### config.mk
export PLATFORM = sky130hd
export DESIGN_NAME = exu_cal
export DESIGN_NICKNAME = d
export VERILOG_FILES = /design/src/rtl/exu_cal_pkg.sv /design/src/rtl/cal_shifter.sv /design/src/rtl/exu_cal.sv
export SDC_FILE = /design/constraint.sdc
export NUM_CORES = 1
export LEC_CHECK = 0
export ABC_AREA = 1
export CORE_MARGIN = 5
export CORE_UTILIZATION = 45
export DETAILED_ROUTE_END_ITERATION = 12
export PLACE_DENSITY = 0.67
export SLEW_MARGIN = 20
export SYNTH_ARGS = -nofsm -noshare
export SYNTH_HDL_FRONTEND = slang
export SYNTH_SLANG_ARGS = --single-unit
### constraint.sdc
create_clock -name clk -period 3.9 [get_ports clk]
set_clock_uncertainty 0.1 [all_clocks]
set_input_delay 0.975 -clock clk [delete_from_list [all_inputs] [get_ports clk]]
set_output_delay 0.975 -clock clk [all_outputs]
set_load 0.1 [all_outputs]
### src/rtl/exu_cal_pkg.sv
// exu_cal_pkg: shared definitions for the execute-unit calculation centre.
//   - layout of the packed calculation bundle (op one-hot bits + two 33-bit operands)
//   - FSM state encodings of the iterative shifter
//   - shift-mode encodings handed from exu_cal to cal_shifter
// Optional feature macro used by the importing files: CIRNO_CAL_BARREL_EN.
package exu_cal_pkg;

    // Operand fields: 33-bit extended operands, bit 32 is the extension bit.
    localparam int unsigned CAL_OPN_W    = 33;
    localparam int unsigned CAL_OPN2_LSB = 0;
    localparam int unsigned CAL_OPN2_MSB = 32;
    localparam int unsigned CAL_OPN1_LSB = 33;
    localparam int unsigned CAL_OPN1_MSB = 65;

    // Op one-hot bit indices, in bundle order.
    localparam int unsigned CAL_ADD = 66;
    localparam int unsigned CAL_SUB = 67;
    localparam int unsigned CAL_SLL = 68;
    localparam int unsigned CAL_SRL = 69;
    localparam int unsigned CAL_SRA = 70;
    localparam int unsigned CAL_XOR = 71;
    localparam int unsigned CAL_CMP = 72;

    localparam int unsigned CAL_OPB_SIZE = 73;

    typedef enum logic [1:0] {
        CAL_ST_IDLE  = 2'd0,
        CAL_ST_SHIFT = 2'd1,
        CAL_ST_DONE  = 2'd2
    } cal_state_e;

    localparam logic [1:0] CAL_SH_SLL = 2'd0;
    localparam logic [1:0] CAL_SH_SRL = 2'd1;
    localparam logic [1:0] CAL_SH_SRA = 2'd2;

endpackage

### src/rtl/cal_shifter.sv
// cal_shifter: iterative shift datapath for exu_cal.
//   Holds the shift register and the remaining-amount counter; each step shifts by
//   min(SHIFT_STEP, rem) and decrements rem by the same amount.
// Ports:
//   clk, rst_n  clock, asynchronous active-low reset
//   load        capture din/shamt/mode (start of a shift)
//   step        perform one shift step
//   clr         abandon the current operation (zero sreg and rem)
//   mode        CAL_SH_SLL / CAL_SH_SRL / CAL_SH_SRA
//   din         value to shift
//   shamt       total shift amount
//   sreg        current shift register contents
//   last        the next step finishes the shift (rem <= SHIFT_STEP)
module cal_shifter
    import exu_cal_pkg::*;
#(
    parameter int unsigned SHIFT_STEP = 1
) (
    input  logic        clk,
    input  logic        rst_n,
    input  logic        load,
    input  logic        step,
    input  logic        clr,
    input  logic [1:0]  mode,
    input  logic [31:0] din,
    input  logic [4:0]  shamt,
    output logic [31:0] sreg,
    output logic        last
);

    localparam logic [4:0] STEP_AMT = 5'(SHIFT_STEP);

    logic [31:0] sreg_q;
    logic [31:0] sreg_nxt;
    logic [4:0]  rem_q;
    logic [4:0]  k;
    logic [1:0]  mode_q;

    assign k    = (rem_q < STEP_AMT) ? rem_q : STEP_AMT;
    assign last = (rem_q <= STEP_AMT);
    assign sreg = sreg_q;

    always_comb begin
        sreg_nxt = sreg_q;
        unique case (mode_q)
            CAL_SH_SLL: sreg_nxt = sreg_q << k;
            CAL_SH_SRL: sreg_nxt = sreg_q >> k;
            CAL_SH_SRA: sreg_nxt = 32'($signed(sreg_q) >>> k);
            default:    sreg_nxt = sreg_q;
        endcase
    end

    always_ff @(posedge clk or negedge rst_n) begin
        if (!rst_n) begin
            sreg_q <= '0;
            rem_q  <= '0;
            mode_q <= CAL_SH_SLL;
        end else if (clr) begin
            sreg_q <= '0;
            rem_q  <= '0;
        end else if (load) begin
            sreg_q <= din;
            rem_q  <= shamt;
            mode_q <= mode;
        end else if (step) begin
            sreg_q <= sreg_nxt;
            rem_q  <= rem_q - k;
        end
    end

endmodule

### src/rtl/exu_cal.sv
// exu_cal: shared calculation centre of the execute unit.
//   ADD/SUB/XOR/CMP (and zero-amount shifts) complete in the request cycle.
//   SLL/SRL/SRA with a non-zero amount run on an iterative shifter FSM
//   (IDLE -> SHIFT -> DONE) and back-pressure the ALU meanwhile.
//   Define CIRNO_CAL_BARREL_EN to replace the FSM with a combinational barrel shifter.
// Ports:
//   clk            core clock
//   rst_n          asynchronous active-low reset
//   hs_al4cal_val  request valid, held with a stable bundle until rdy
//   hs_cal4al_rdy  result valid / request consumed (combinational)
//   i_cal_opb      packed bundle: op one-hot, OPN1[32:0], OPN2[32:0]
//   o_cal_res      result, 0 whenever rdy is low
//   o_cal_busy     shifter FSM not idle
module exu_cal
    import exu_cal_pkg::*;
#(
    parameter int unsigned SHIFT_STEP = 1
) (
    input  logic                    clk,
    input  logic                    rst_n,
    input  logic                    hs_al4cal_val,
    output logic                    hs_cal4al_rdy,
    input  logic [CAL_OPB_SIZE-1:0] i_cal_opb,
    output logic [31:0]             o_cal_res,
    output logic                    o_cal_busy
);

    logic [32:0] opn1;
    logic [32:0] opn2;
    logic        op_add, op_sub, op_sll, op_srl, op_sra, op_xor, op_cmp;
    logic        is_shift;
    logic [4:0]  shamt;
    logic [32:0] diff;
    logic [31:0] shift_res;
    logic [31:0] fast_res;

    assign opn1     = i_cal_opb[CAL_OPN1_MSB:CAL_OPN1_LSB];
    assign opn2     = i_cal_opb[CAL_OPN2_MSB:CAL_OPN2_LSB];
    assign op_add   = i_cal_opb[CAL_ADD];
    assign op_sub   = i_cal_opb[CAL_SUB];
    assign op_sll   = i_cal_opb[CAL_SLL];
    assign op_srl   = i_cal_opb[CAL_SRL];
    assign op_sra   = i_cal_opb[CAL_SRA];
    assign op_xor   = i_cal_opb[CAL_XOR];
    assign op_cmp   = i_cal_opb[CAL_CMP];
    assign is_shift = op_sll | op_srl | op_sra;
    assign shamt    = opn2[4:0];

    // Operands arrive sign- or zero-extended, so the 33-bit borrow is the compare result.
    assign diff = opn1 - opn2;

    always_comb begin
        fast_res = '0;
        unique case (1'b1)
            op_add:  fast_res = opn1[31:0] + opn2[31:0];
            op_sub:  fast_res = diff[31:0];
            op_xor:  fast_res = opn1[31:0] ^ opn2[31:0];
            op_cmp:  fast_res = {31'b0, diff[32]};
            default: fast_res = shift_res;
        endcase
    end

`ifdef CIRNO_CAL_BARREL_EN

    always_comb begin
        shift_res = opn1[31:0];
        if (op_sll) begin
            shift_res = opn1[31:0] << shamt;
        end else if (op_srl) begin
            shift_res = opn1[31:0] >> shamt;
        end else if (op_sra) begin
            shift_res = 32'($signed(opn1[31:0]) >>> shamt);
        end
    end

    assign hs_cal4al_rdy = rst_n & hs_al4cal_val;
    assign o_cal_res     = hs_cal4al_rdy ? fast_res : '0;
    assign o_cal_busy    = 1'b0;

`else

    cal_state_e  state;
    logic        start;
    logic        fast;
    logic        sh_step;
    logic        sh_clr;
    logic        sh_last;
    logic [1:0]  sh_mode;
    logic [31:0] sreg;

    // Only a zero-amount shift reaches the single-cycle path; it returns OPN1 unchanged.
    assign shift_res = opn1[31:0];

    assign fast    = ~is_shift | (shamt == 5'd0);
    assign start   = (state == CAL_ST_IDLE) & hs_al4cal_val & ~fast;
    assign sh_step = (state == CAL_ST_SHIFT) & hs_al4cal_val;
    // Dropping val mid-operation is a flush: the partial result is thrown away.
    assign sh_clr  = (state != CAL_ST_IDLE) & ~hs_al4cal_val;
    assign sh_mode = op_sra ? CAL_SH_SRA : (op_srl ? CAL_SH_SRL : CAL_SH_SLL);

    cal_shifter #(
        .SHIFT_STEP (SHIFT_STEP)
    ) u_cal_shifter (
        .clk   (clk),
        .rst_n (rst_n),
        .load  (start),
        .step  (sh_step),
        .clr   (sh_clr),
        .mode  (sh_mode),
        .din   (opn1[31:0]),
        .shamt (shamt),
        .sreg  (sreg),
        .last  (sh_last)
    );

    always_ff @(posedge clk or negedge rst_n) begin
        if (!rst_n) begin
            state <= CAL_ST_IDLE;
        end else begin
            unique case (state)
                CAL_ST_IDLE: begin
                    if (start) begin
                        state <= CAL_ST_SHIFT;
                    end
                end
                CAL_ST_SHIFT: begin
                    if (!hs_al4cal_val) begin
                        state <= CAL_ST_IDLE;
                    end else if (sh_last) begin
                        state <= CAL_ST_DONE;
                    end
                end
                // Either the handshake completes or val dropped: both return to IDLE.
                CAL_ST_DONE: state <= CAL_ST_IDLE;
                default:     state <= CAL_ST_IDLE;
            endcase
        end
    end

    assign hs_cal4al_rdy = rst_n & hs_al4cal_val &
                           (((state == CAL_ST_IDLE) & fast) | (state == CAL_ST_DONE));
    assign o_cal_res     = !hs_cal4al_rdy ? '0 : ((state == CAL_ST_DONE) ? sreg : fast_res);
    assign o_cal_busy    = (state != CAL_ST_IDLE);

`endif

endmodule

==> impl_metrics.py, run 1 <==
metrics = {
    "clock_tree": {
        "clk_pin_slew_ns": 0.06,
        "cts-htree-levels": 2,
        "clock-sinks": 41,
        "clkLatencyLatePin_ns": 0.29,
        "cts_tree": "yes",
        "tritoncts_buffer_count": 5,
        "ctsRootBufferMaster": "clkbuf_16",
        "cts.path.max_buffers": 2,
    },
    "critical_path": {
        "critPathSlowestCell": "ha_4",
        "worst_setup_ep_type": "output pin",
        "worstSetupStartpointType": "primary input",
        "worst-endpoint-arrival_ns": 3.27,
        "crit_chain": "buf_8 > ha_4 > nand2_1 > nand2_1 > nand2_1 > nand2_2 > inv_2 > nand3_4 > nand2_2 > nor2_2 > nor2_1 > nand2_1 > nand3_1 > nand4_1 > nand2_2 > clkinvlp_4 > buf_12",
        "worst-endpoint-required_ns": 2.82,
        "crit_top_cell": "nand2_1",
        "cp_slowest_stage_delay_ns": 0.27,
        "crit_fanout": 5,
        "critical_path_class": "primary input to output pin",
    },
    "pwr": {
        "power_density_nw_per_um2": 362.5,
        "power.ir.vdd_worst_v": 0.0006261,
        "cellLeakagePower_nw": 8.155,
    },
    "sta": {
        "hold_ws_ns": 0.4504,
        "final.setup.tns_ns": -5.831,
        "final_hold_viol_count": 0,
        "grt_setup_unrepaired": "yes",
        "setup_viol": 29,
        "setup_ws_ns": -0.4466,
        "report.final.slew_viol_count": 0,
        "final_min_period_over_clock_period_pct": 111.5,
        "worst_pin_slew_ns": 0.9265,
        "maxSlewHeadroom_pct": 38.14,
        "finalCriticalPeriod_ns": 4.347,
        "max_clock_freq_ghz": 0.2301,
    },
    "yosys": {
        "synth.cell_area_sq_um": 9031,
        "postSynthNetCount": 1826,
        "synthesis.yosys.warnings": 0,
        "synth.mux.area_fraction_pct": 0,
        "fraction_of_the_mapped_netlist_area_in_compound_gates_pct": 21.38,
        "average_instance_area_after_synthesis_sq_um": 5.376,
        "synth_enable_flop_cells": 0,
        "synth.ff_latch_count": 41,
        "post_synthesis_cells": 1680,
        "yosys.area_share.adder_pct": 9.864,
        "synth-seq-area-share_pct": 11.36,
        "synth.lib_cells_used.distinct": 53,
        "synthArstFlopShare_pct": 100.0,
        "postSynth.topFlopCell": "dfrtp_1",
        "simple_gate_area_share_of_the_yosys_netlist_pct": 39.32,
        "post_synth_xor_xnor_area_pct": 0.2909,
        "synth_top_family_by_area": "simple AND/OR/NAND/NOR gates",
    },
    "placement": {
        "dp_hpwl_microns": 32320,
        "place_congestion": 1.006,
        "port_buffers": 109,
        "placed_cells": 2223,
        "preCtsSetupSlack_ns": -0.8245,
    },
    "floorplanning": {
        "die_h_microns": 151.7,
        "start_util_pct": 46.10,
        "floorplan.io_pins": 110,
        "fp-row-count": 51,
        "dieArea_sq_um": 23000,
        "core_region_area_sq_um": 19590,
        "dieWidth_microns": 151.7,
    },
    "detailed_routing": {
        "drt_first_iter_violations": 1462,
        "finalWirelength_microns": 50070,
        "avgRoutedWirePerCell_microns": 21.63,
        "viasPerCell": 6.004,
        "detailroute.via_count": 13899,
        "ant_nets": 0,
        "drcViolationCount": 0,
        "dr.pass1.iters": 5,
    },
    "grt": {
        "number_of_antenna_violations_at_the_first_check_in_global_routing": 0,
        "grt_start_max_net_pins": 58,
        "globalRoute.totalOverflow": 0,
        "first_global_vias": 12508,
        "grt_pass1_wl_microns": 66460,
        "globalRouteTotalUtil_pct": 36.68,
    },
    "worst_hold_path": {
        "min-delay-path-class": "register to register",
    },
    "final_layout": {
        "synthToLayoutAreaGrowth_pct": 85.45,
        "n_antenna_cell": 0,
        "area.sequential_sq_um": 1026,
        "layout.core_utilization_pct": 85.50,
        "multi_input_area_sq_um": 9637,
        "final.fill_count": 1094,
        "final_layout_size_suffix_gt1_share_pct": 54.93,
        "final_cells": 2315,
        "design.final.nets": 2195,
    },
    "run_status": {
        "failed_checks": "negative setup slack",
        "status": "complete, but fails checks",
    },
    "job": {
        "timing.max_cap.violations": 0,
    },
}
==> power by group <==
group	internal [mW]	leakage (nW)	switching (mW)
registers	0.637	0.508	0.134
logic	1.84	7.58	3.03
clock network	0.239	0.0702	0.192
==> path summary, 6_finish.rpt <==
kind	from	slack [ns]	to	cells after the start
min reg2reg	u_cal_shifter.sreg[28]	0.45	u_cal_shifter.sreg[28]	2
max reg2reg	u_cal_shifter.mode_q[0]	1.09	u_cal_shifter.sreg[2]	10
max	i_cal_opb[39]	-0.45	o_cal_res[17]	17
max in group asynchronous	rst_n	2.59	u_cal_shifter.sreg[0]	2
min	u_cal_shifter.sreg[28]	0.45	u_cal_shifter.sreg[28]	2
min in group asynchronous	rst_n	0.73	u_cal_shifter.sreg[26]	2
==> cell families after synthesis <==
kind of cell | Yosys count
fa+ha+maj | 70
simple gates | 845
compound gates | 322
buf+inv | 399
xor+xnor | 3
flops | 41
==> per-stage QoR <==
step	power, mW	cell area [sq um]
finish	6.071	16750
global route	6.435	16750
CTS	5.551	15360
detailed placement	4.692	13060
global placement	4.624	13060
floorplan	3.580	9938
==> placed cells by master, fill, tap and decap left out, types with 58 or more instances in the layout <==
master   instances
buf_6           84
a21oi_1         58
nand2_4         72
o21ai_0         64
nor2_1          61
nand2_2        152
inv_1          191
nand2_1        289
inv_2           98
buf_4          249
==> metal layers <==
metal / vias to the layer above / routed length [microns] / GRT usage [%]
li1: 6110 / - / -
met1: 6423 / 18590 / 51.24
met2: 1050 / 22190 / 59.91
met3: 316 / 5967 / 3.421
met4: 0 / 3318 / 11.37
met5: - / 0 / 0
==> worst max-delay path, delay by kind of cell <==
kind	cells	cell delay (ns)
fa+ha+maj	1	0.27
buf+inv	4	0.50
simple gates	12	1.51
==> registers in the layout, indices dropped and copies added, names as in the netlist <==
register	count
u_cal_shifter.sreg	32
u_cal_shifter.rem_q	5
state	2
u_cal_shifter.mode_q	2
==> cell usage after synthesis (15+ instances only) <==
| cell type | number | area (sq um) |
|---|---|---|
| o21ai_0 | 96 | 480.5 |
| or2_2 | 15 | 93.84 |
| a21oi_1 | 119 | 595.6 |
| nor2_1 | 138 | 518.0 |
| o221ai_1 | 23 | 201.4 |
| nand3_1 | 131 | 655.6 |
| dfrtp_1 | 41 | 1026 |
| inv_1 | 316 | 1186 |
| o22ai_1 | 16 | 100.1 |
| buf_2 | 35 | 175.2 |
| nand2_1 | 512 | 1922 |
| ha_1 | 68 | 850.8 |
| clkbuf_1 | 23 | 86.33 |
==> timing repair <==
action,4_1_cts,5_1_grt
pin swaps,271,253
hold buffers,0,0
buffers inserted,63,31
resized for setup,776,350
setup endpoints to repair,32,32
==> cell type report <==
type	instances	area share, %
Tap cell	265	1.980
Multi-Input combinational cell	1240	57.54
Sequential cell	41	6.126
Clock inverter	3	0.1270
Clock buffer	5	0.7470
Timing Repair Buffer	436	25.50
Inverter	325	7.978
Power figures use the tool's default switching activity.
==> inputs of run 2 (changes only) <==
--- a/config.mk
+++ b/config.mk
@@ -6,6 +6,7 @@
 export NUM_CORES = 1
 export LEC_CHECK = 0
 export ABC_AREA = 1
+export CORE_ASPECT_RATIO = 0.6
 export CORE_MARGIN = 5
 export CORE_UTILIZATION = 45
 export DETAILED_ROUTE_END_ITERATION = 12
==> run 2 against run 1 <==
The flow still finishes with violations (negative setup slack). Design area increased by 2.3%. Combinational power increased by 4%. Total power increased by 4.8%. First-iteration DRC count increased by 58%. Via count increased by 4.2%. Wire length increased by 6.3%. Clock-buffer cell count increased by 1. Non-clock buffer count increased by 22. Utilization increased by 0.70 points. Critical endpoint is now o_cal_res[9]. Largest cell class unchanged. Highest routed layer unchanged.
==> impl_metrics.py, run 2 (same netlist as run 1, synthesis figures left out) <==
metrics = {
    "pwr": {
        "power_density_nw_per_um2": 371.5,
        "fin_total_pwr_mw": 6.363,
        "total_switching_power_mw": 3.539,
        "sequential_fraction_of_design_power_pct": 12.3,
        "internal-power_mw": 2.824,
        "power.clock.fraction_pct": 8.1,
        "cellLeakagePower_nw": 8.529,
        "power_frac_comb_pct": 79.6,
        "sw_frac_of_total_pct": 55.62,
        "power.ir.vdd_worst_v": 0.0004900,
    },
    "critical_path": {
        "source_of_the_critical_timing_path": "i_cal_opb[39]",
        "crit_top_cell": "nand2_1",
        "worst-endpoint-required_ns": 2.82,
        "crit_chain": "buf_6 > ha_4 > nand2_1 > nand2_1 > nand2_1 > nand2_2 > inv_2 > nand3_4 > o21ai_1 > o21ai_0 > a21oi_2 > nand3_1 > nand2_1 > inv_2 > buf_12",
        "cp_slowest_stage_delay_ns": 0.37,
        "critPathSlowestCell": "a21oi_2",
        "cp-endpoint": "o_cal_res[9]",
        "worst-endpoint-arrival_ns": 3.22,
        "timing.reg2reg.setup_slack_ns": 1.06,
        "worstSetupStartpointType": "primary input",
        "worstReg2RegEnd": "u_cal_shifter.sreg[0]",
        "reg2regPathDepth": 9,
        "crit_fanout": 6,
        "critical_path_class": "primary input to output pin",
        "worst_setup_ep_type": "output pin",
        "rr_startpoint": "u_cal_shifter.rem_q[1]",
    },
    "sta": {
        "report.final.slew_viol_count": 0,
        "worst_pin_slew_ns": 0.9925,
        "finalCriticalPeriod_ns": 4.298,
        "setup_viol": 31,
        "max_clock_freq_ghz": 0.2327,
        "maxSlewHeadroom_pct": 33.74,
        "grt_setup_unrepaired": "yes",
        "final_min_period_over_clock_period_pct": 110.2,
        "final_hold_viol_count": 0,
        "setup_ws_ns": -0.3983,
    },
    "final_layout": {
        "multi_input_area_sq_um": 9822,
        "final_cells": 2345,
        "synthToLayoutAreaGrowth_pct": 89.64,
        "final_layout_size_suffix_gt1_share_pct": 56.71,
        "largest_register_ff_count": 32,
        "n_antenna_cell": 0,
        "area.sequential_sq_um": 1026,
        "design.final.nets": 2217,
        "mostFrequentLayoutCell": "nand2_1",
        "most-common-layout-cells": "nand2_1, buf_4, inv_1",
        "final.fill_count": 1107,
    },
    "floorplanning": {
        "start_util_pct": 45.45,
        "core_region_area_sq_um": 19870,
        "dieArea_sq_um": 23100,
        "floorplan.io_pins": 110,
        "fp-row-count": 40,
        "dieWidth_microns": 192.9,
        "die_h_microns": 119.7,
    },
    "grt": {
        "grt_pass1_wl_microns": 69210,
        "globalRoute.busiestLayer": "met2",
        "number_of_antenna_violations_at_the_first_check_in_global_routing": 0,
        "first_global_vias": 12947,
        "globalRouteTotalUtil_pct": 37.75,
        "globalRoute.totalOverflow": 0,
        "grt.met2_usage_pct": 56.74,
        "grt_start_max_net_pins": 58,
        "grt.met3_usage_pct": 12.50,
        "use_met1_pct": 49.66,
    },
    "detailed_routing": {
        "viasPerCell": 6.177,
        "drt_first_iter_violations": 2305,
        "avgRoutedWirePerCell_microns": 22.71,
        "ant_nets": 0,
        "drcViolationCount": 0,
        "detailroute.via_count": 14486,
        "dr.pass1.iters": 7,
        "finalWirelength_microns": 53240,
    },
    "run_status": {
        "status": "complete, but fails checks",
        "failed_checks": "negative setup slack",
    },
    "clock_tree": {
        "clock-sinks": 41,
        "ctsRootBufferMaster": "clkbuf_16",
        "cts_tree": "yes",
        "tritoncts_buffer_count": 5,
        "cts.path.max_buffers": 2,
        "clk_pin_slew_ns": 0.07,
        "clkLatencyLatePin_ns": 0.30,
        "cts_hold_buf": 0,
        "cts-htree-levels": 2,
    },
    "placement": {
        "dp_hpwl_microns": 33150,
        "place_congestion": 1.010,
        "placed_cells": 2233,
        "port_buffers": 109,
    },
    "worst_hold_path": {
        "whs_path_depth": 2,
        "min-delay-path-class": "register to register",
    },
    "job": {
        "timing.max_cap.violations": 0,
    },
}
run 2: worst min path at each step:
| stage | end | startpoint | slack (ns) |
|---|---|---|---|
| CTS | u_cal_shifter.sreg[30] | u_cal_shifter.sreg[30] | 0.45 |
| detailed placement | u_cal_shifter.sreg[30] | u_cal_shifter.sreg[30] | 0.43 |
| global route | u_cal_shifter.sreg[30] | u_cal_shifter.sreg[30] | 0.50 |
| finish | u_cal_shifter.sreg[30] | u_cal_shifter.sreg[30] | 0.45 |
| floorplan | u_cal_shifter.sreg[30] | u_cal_shifter.sreg[30] | 0.38 |
| global placement | u_cal_shifter.sreg[28] | u_cal_shifter.sreg[28] | 0.42 |
run 2: cell type report:
cell class              count  share of cell area, %
flip-flops and latches     41                  5.991
multi-input cells        1240                  57.35
clock inverters             2                 0.2192
inverters                 325                  7.854
clock buffers               6                 0.8109
well taps                 273                  1.994
repair buffers            458                  25.78
run 2: critical path, delay by kind of cell:
kind | cells | cell delay [ns]
AOI/OAI and AO/OA | 3 | 0.66
and+or+nand+nor | 7 | 0.87
adders and majority gates | 1 | 0.27
buffers and inverters | 4 | 0.43
run 2: repair_timing:
item,4_1_cts,5_1_grt
gates cloned,0,0
buffers inserted,82,29
pin swaps,269,277
endpoints found under the setup margin,32,31
resized for setup,833,348
run 2: per-layer routing:
metal	wire, microns	vias up
met5	0	-
met4	4502	0
met3	7331	416
met2	21900	1370
met1	19510	6563
li1	-	6137
run 2: power by group through the flow:
| stage | sequential [mW] | combinational, mW | clock, mW |
|---|---|---|---|
| after floorplan | 0.736 | 2.84 | 0 |
| after global placement | 0.770 | 3.91 | 0 |
| after detailed placement | 0.776 | 3.97 | 0 |
| after CTS | 0.772 | 4.44 | 0.515 |
| after global routing | 0.803 | 5.31 | 0.534 |
| final | 0.784 | 5.07 | 0.514 |
run 2: stage by stage:
stage                     area [sq um]  setup WS, ns  hold WS, ns  util (%)  setup TNS (ns)
final                            17130       -0.3983       0.4475     86.20          -7.245
after global routing             17130       -0.4638       0.5017     86.20          -9.021
after CTS                        15660       -0.2106       0.4456     78.81          -2.643
after detailed placement         13110       -0.8713       0.4314     66.00          -21.76
after global placement           13110       -0.8371       0.4159     66.00          -21.08
after floorplan                   9938      -0.02843       0.3750         -         -0.1202
